<file path="config.mk">
export PLATFORM = sky130hd
export DESIGN_NAME = stepper_move_ctrl
export DESIGN_NICKNAME = d
export VERILOG_FILES = /design/src/rtl/stepper_move_ctrl.sv
export SDC_FILE = /design/constraint.sdc
export NUM_CORES = 1
export LEC_CHECK = 0
export CELL_PAD_IN_SITES_DETAIL_PLACEMENT = 1
export CELL_PAD_IN_SITES_GLOBAL_PLACEMENT = 2
export CORE_MARGIN = 1
export CORE_UTILIZATION = 35
export DETAILED_ROUTE_END_ITERATION = 12
export PLACE_DENSITY = 0.81
export SKIP_LAST_GASP = 1
export SLEW_MARGIN = 20
export SYNTH_ARGS = -nofsm -noshare
export SYNTH_HDL_FRONTEND = slang
export SYNTH_SLANG_ARGS = --single-unit
</file>
<file path="constraint.sdc">
create_clock -name i_clk -period 5.95 [get_ports i_clk]
set_input_delay 1.785 -clock i_clk [delete_from_list [all_inputs] [get_ports i_clk]]
set_output_delay 1.785 -clock i_clk [all_outputs]
set_load 0.03 [all_outputs]
</file>
<file path="src/rtl/stepper_move_ctrl.sv">
// Motion sequencer for a full-step bipolar driver: homing against a limit switch,
// absolute moves with a linear trapezoidal step-period ramp, paced step strobes.
module stepper_move_ctrl #(
  parameter int P_POS_MAX   = 200,
  parameter int P_DIV_W     = 16,
  parameter int P_START_DIV = 1000,
  parameter int P_MIN_DIV   = 250,
  parameter int P_RAMP_DEC  = 50,
  parameter int P_SETTLE    = 100
) (
  input  logic       i_clk,
  input  logic       i_rst,
  input  logic       i_cmd_valid,
  output logic       o_cmd_ready,
  input  logic [7:0] i_cmd_target,
  input  logic       i_home,
  input  logic       i_home_sw,
  input  logic       i_abort,
  output logic       o_step,
  output logic       o_dir,
  output logic [7:0] o_pos,
  output logic       o_busy,
  output logic       o_done,
  output logic       o_err
);
  localparam logic [1:0] S_IDLE   = 2'd0;
  localparam logic [1:0] S_HOME   = 2'd1;
  localparam logic [1:0] S_MOVE   = 2'd2;
  localparam logic [1:0] S_SETTLE = 2'd3;

  localparam int                 HC_W      = $clog2(2*P_POS_MAX+1);
  localparam logic [HC_W-1:0]    HOME_MAX  = HC_W'(2*P_POS_MAX);
  localparam logic [HC_W-1:0]    HC_ONE    = HC_W'(1);
  localparam logic [7:0]         POS_MAX   = 8'(P_POS_MAX);
  localparam logic [P_DIV_W-1:0] START_DIV = P_DIV_W'(P_START_DIV);
  localparam logic [P_DIV_W-1:0] MIN_DIV   = P_DIV_W'(P_MIN_DIV);
  localparam logic [P_DIV_W-1:0] SETTLE    = P_DIV_W'(P_SETTLE);
  localparam logic [P_DIV_W-1:0] ONE       = P_DIV_W'(1);
  localparam logic [P_DIV_W:0]   RAMP_DEC  = (P_DIV_W+1)'(P_RAMP_DEC);

  logic [1:0]         state_q, state_d;
  logic [7:0]         pos_q, pos_d, tgt_q, tgt_d;
  logic               dir_q, dir_d, step_q, step_d, done_q, done_d;
  logic               err_q, err_d, homed_q, homed_d;
  logic [P_DIV_W-1:0] cnt_q, cnt_d, div_q, div_d, acc_q, acc_d;
  logic [HC_W-1:0]    hcnt_q, hcnt_d;
  logic               sw_meta_q, sw_sync_q;

  logic               tick;
  logic [7:0]         pos_nxt, rem;
  logic [P_DIV_W:0]   div_up, div_dn_lim;
  logic [P_DIV_W-1:0] div_nxt, acc_nxt;

  // Ramp decision for the step being issued, based on distance left after it.
  always_comb begin
    tick       = (cnt_q == ONE);
    pos_nxt    = dir_q ? pos_q + 8'd1 : pos_q - 8'd1;
    rem        = dir_q ? tgt_q - pos_nxt : pos_nxt - tgt_q;
    div_up     = {1'b0, div_q} + RAMP_DEC;
    div_dn_lim = {1'b0, MIN_DIV} + RAMP_DEC;
    div_nxt    = div_q;
    acc_nxt    = acc_q;
    if (P_DIV_W'(rem) <= acc_q) begin
      div_nxt = (div_up > {1'b0, START_DIV}) ? START_DIV : div_up[P_DIV_W-1:0];
      if (acc_q != '0) acc_nxt = acc_q - ONE;
    end else if (div_q > MIN_DIV) begin
      div_nxt = ({1'b0, div_q} < div_dn_lim) ? MIN_DIV : div_q - RAMP_DEC[P_DIV_W-1:0];
      if (acc_q != '1) acc_nxt = acc_q + ONE;
    end
  end

  always_comb begin
    state_d = state_q;
    pos_d   = pos_q;
    tgt_d   = tgt_q;
    dir_d   = dir_q;
    step_d  = 1'b0;
    done_d  = 1'b0;
    err_d   = 1'b0;
    homed_d = homed_q;
    cnt_d   = cnt_q;
    div_d   = div_q;
    acc_d   = acc_q;
    hcnt_d  = hcnt_q;
    case (state_q)
      S_IDLE: begin
        if (i_home) begin
          state_d = S_HOME;
          dir_d   = 1'b0;
          cnt_d   = START_DIV;
          hcnt_d  = '0;
        end else if (i_cmd_valid) begin
          if (!homed_q || i_cmd_target > POS_MAX) begin
            err_d = 1'b1;
          end else if (i_cmd_target == pos_q) begin
            done_d = 1'b1;
          end else begin
            state_d = S_MOVE;
            dir_d   = (i_cmd_target > pos_q);
            tgt_d   = i_cmd_target;
            cnt_d   = START_DIV;
            div_d   = START_DIV;
            acc_d   = '0;
          end
        end
      end
      S_HOME: begin
        if (i_abort) begin
          state_d = S_IDLE;
          err_d   = 1'b1;
          homed_d = 1'b0;
        end else if (sw_sync_q) begin
          state_d = S_SETTLE;
          pos_d   = '0;
          homed_d = 1'b1;
          cnt_d   = SETTLE;
        end else if (hcnt_q == HOME_MAX) begin
          state_d = S_IDLE;
          err_d   = 1'b1;
          homed_d = 1'b0;
        end else if (tick) begin
          step_d = 1'b1;
          cnt_d  = START_DIV;
          hcnt_d = hcnt_q + HC_ONE;
          if (pos_q != '0) pos_d = pos_q - 8'd1;
        end else begin
          cnt_d = cnt_q - ONE;
        end
      end
      S_MOVE: begin
        if (i_abort) begin
          state_d = S_IDLE;
          err_d   = 1'b1;
        end else if (tick) begin
          step_d = 1'b1;
          pos_d  = pos_nxt;
          div_d  = div_nxt;
          acc_d  = acc_nxt;
          cnt_d  = div_nxt;
          if (pos_nxt == tgt_q) begin
            state_d = S_SETTLE;
            cnt_d   = SETTLE;
          end
        end else begin
          cnt_d = cnt_q - ONE;
        end
      end
      default: begin
        if (i_abort) begin
          state_d = S_IDLE;
          err_d   = 1'b1;
        end else if (tick) begin
          state_d = S_IDLE;
          done_d  = 1'b1;
        end else begin
          cnt_d = cnt_q - ONE;
        end
      end
    endcase
  end

  always_ff @(posedge i_clk or posedge i_rst) begin
    if (i_rst) begin
      state_q   <= S_IDLE;
      pos_q     <= '0;
      tgt_q     <= '0;
      dir_q     <= 1'b0;
      step_q    <= 1'b0;
      done_q    <= 1'b0;
      err_q     <= 1'b0;
      homed_q   <= 1'b0;
      cnt_q     <= '0;
      div_q     <= START_DIV;
      acc_q     <= '0;
      hcnt_q    <= '0;
      sw_meta_q <= 1'b0;
      sw_sync_q <= 1'b0;
    end else begin
      state_q   <= state_d;
      pos_q     <= pos_d;
      tgt_q     <= tgt_d;
      dir_q     <= dir_d;
      step_q    <= step_d;
      done_q    <= done_d;
      err_q     <= err_d;
      homed_q   <= homed_d;
      cnt_q     <= cnt_d;
      div_q     <= div_d;
      acc_q     <= acc_d;
      hcnt_q    <= hcnt_d;
      sw_meta_q <= i_home_sw;
      sw_sync_q <= sw_meta_q;
    end
  end

  assign o_cmd_ready = (state_q == S_IDLE);
  assign o_busy      = (state_q != S_IDLE);
  assign o_step      = step_q;
  assign o_dir       = dir_q;
  assign o_pos       = pos_q;
  assign o_done      = done_q;
  assign o_err       = err_q;
endmodule

</file>
==> flow_metrics.env <==
export IMPL_cts_htree_levels=3
export IMPL_final_fill_count=2434
export IMPL_top_usage_layer="met2"
export IMPL_first_iter_violations=289
export IMPL_fin_crit_ps=5660
export IMPL_ys_warn_count=0
export IMPL_cts_buffers=9
export IMPL_drt_pre_antenna_iters=6
export IMPL_grt_met3_usage_pct=2.41
export IMPL_io_pins=28
export IMPL_wirelength_um=22500
export IMPL_drtAntennaViolNets=0
export IMPL_required_ps=6200
export IMPL_r2r_start="o_pos[1]"
export IMPL_antenna_found_initial=0
export IMPL_clock_skew_ps=9.71
export IMPL_avgSynthCellArea_um2=8.20
export IMPL_wl_per_cell_um=19.1
export IMPL_grt_pass1_vias=7001
export IMPL_hold_class="reg -> reg"
export IMPL_fmax_mhz=177
export IMPL_slew_headroom_pct=30.5
export IMPL_synthToLayoutAreaGrowth_pct=15.1
export IMPL_maxCapViolCount=0
export IMPL_drc_errors=0
export IMPL_gp_congestion=0.828
export IMPL_grt_remaining_overflow=0
export IMPL_setup_viol=0
export IMPL_synth_nets=963
export IMPL_ys_types=91
export IMPL_cp_start_kind="flop"
export IMPL_grt_pass1_wl_um=37300
export IMPL_crit_family="compound AO/OA/AOI/OAI gates"
export IMPL_outcome="finished, final reports clean"
export IMPL_clkTransAtPathRegs_ps=70
export IMPL_die_area_um2=21400
export IMPL_antenna_cells=0
export IMPL_path_class="reg -> reg"
export IMPL_final_nets=978
export IMPL_core_um2=20300
export IMPL_die_w_um=146
export IMPL_yosysSeqAreaShare_pct=28.3
export IMPL_cts_root_buf="clkbuf_16"
export IMPL_cts_sinks=82
export IMPL_via_per_inst=5.83
export IMPL_clk_path_buf_depth=2
export IMPL_dp_hpwl_um=16400
export IMPL_cp_slowest_stage_delay_ps=470
export IMPL_num_vias=6863
export IMPL_whs_ps=347
export IMPL_fin_tns_setup_ps=0
export IMPL_met2_usage_pct=36.5
export IMPL_timing_final_ws_setup_ps=294
export IMPL_drv_slew=0
export IMPL_critPathCaptureType="flop"
export IMPL_slowest_stage="or4_1"
export IMPL_rsz0062_at_grt="yes"
export IMPL_io_buffers=27
export IMPL_row_count=52
export IMPL_syn_inst=888
export IMPL_start_util_pct=35.9
export IMPL_cts_hold_buf=0
export IMPL_met1_usage_pct=29.3
export IMPL_synthFlopType="dfrtp_1"
export IMPL_grt_max_degree=46
export IMPL_tightest_slew_ps=1040
export IMPL_gr_usage_all_layers_pct=21.7
export IMPL_synth_edf_count=0
export IMPL_async_flop_share_pct=100
export IMPL_cts_tree="built"
export IMPL_layout_worst_path_cycle_share_pct=95.1
export IMPL_drive_above_1_share_pct=11.0
export IMPL_critical_path_startpoint="o_pos[1]"
export IMPL_synth_seq_cells=82
export IMPL_hp_start="sw_meta_q"
export IMPL_netlist_area_um2=7280
export IMPL_insertion_delay_ps=360
export IMPL_die_h_um=146
export IMPL_worst_path_buf_inv=4
export IMPL_hold_viol=0
export IMPL_pre_cts_ws_ps=-102
export IMPL_crit_fanout=8
export IMPL_worstPathArrival_ps=5910
[synthesized netlist by cell type, drive strengths merged (10+ instances only)]
master / n / area [µm²]
a21o: 17 / 128
a21oi: 55 / 279
a22o: 11 / 97.6
a31oi: 14 / 87.6
and3: 11 / 68.8
buf: 17 / 93.8
clkbuf: 29 / 109
dfrtp: 76 / 1900
ha: 58 / 726
inv: 57 / 214
nand2: 78 / 295
nand2b: 11 / 71.3
nand3: 29 / 150
nand4: 12 / 75.1
nor2: 51 / 191
nor3: 27 / 145
nor4: 14 / 87.6
o21ai: 69 / 345
o22ai: 18 / 113
o31ai: 13 / 97.6
or3: 10 / 67.6
xnor2: 26 / 228
xor2: 18 / 158
[logic make-up after synthesis]
group                    after synthesis  synth area share, %
AO/OA/AOI/OAI                        293                 27.1
multiplexers                          11                 1.62
XOR/XNOR                              44                 5.29
adder cells (fa/ha/maj)               61                 10.8
buffers and inverters                103                 5.72
AND/OR/NAND/NOR                      294                 21.2
flip-flops                            82                 28.3
[cell usage in the layout, fill, tap and decap left out, drive strengths merged, types with 6 or more instances in the layout]
cell / n
a211oi: 8
a21o: 17
a21oi: 55
a22o: 11
a22oi: 7
a31oi: 14
and3: 11
buf: 23
clkbuf: 9
clkdlybuf4s50: 27
dfrtp: 76
dfstp: 6
ha: 58
inv: 58
mux2: 6
nand2: 78
nand2b: 11
nand3: 29
nand4: 12
nor2: 51
nor2b: 9
nor3: 27
nor4: 14
o211ai: 9
o21a: 8
o21ai: 69
o22ai: 18
o31ai: 13
or2: 9
or3: 10
or4: 9
xnor2: 26
xor2: 18
[sequential cells by signal (all words and copies together), names as in the netlist, 2 cells and up]
| signal | count |
|---|---|
| acc_q | 16 |
| cnt_q | 16 |
| div_q | 16 |
| hcnt_q | 9 |
| o_pos | 8 |
| state_q | 2 |
| tgt_q | 8 |
[area by class of cell]
type	count	area [µm²]	share of cell area, %
clock buffer	9	225	2.69
clock inverter	7	100	1.19
inverter	57	215	2.57
multi-input combinational	703	4980	59.4
sequential	82	2060	24.6
tap	270	338	4.03
timing repair buffer	50	468	5.58
[per-layer routing]
layer  wire (µm)  share of wire [%]
met1       10900                 48
met2       10800                 48
met3         554                2.5
met4         292                1.3
met5           0                  0
[stage by stage]
step,area (µm²),cells,utilization [%]
after global routing,8380,1178,41.3
final,8380,1178,41.3
after global placement,7870,1159,38.8
after floorplan,7290,888,-
after CTS,8210,1175,40.5
after detailed placement,7870,1159,38.8
[worst paths after layout]
path / depth (start not counted) / endpoint / slack [ps]
min in group asynchronous: 2 / tgt_q[3] / 1840
max in group asynchronous: 3 / o_pos[7] / 3020
hold reg to reg: 0 / sw_sync_q / 350
setup reg to reg: 27 / acc_q[14] / 290
hold / removal: 0 / sw_sync_q / 350
setup / recovery: 27 / acc_q[14] / 290
[what timing repair did]
item | 4_1_cts | 5_1_grt
setup buffers | 0 | 3
pin swaps | 0 | 7
endpoints found under the setup margin | 1 | 5
gates resized for setup | 3 | 26
Power is not shown: default switching activity piles up to over one toggle a cycle in this logic, so the estimate is an artifact.
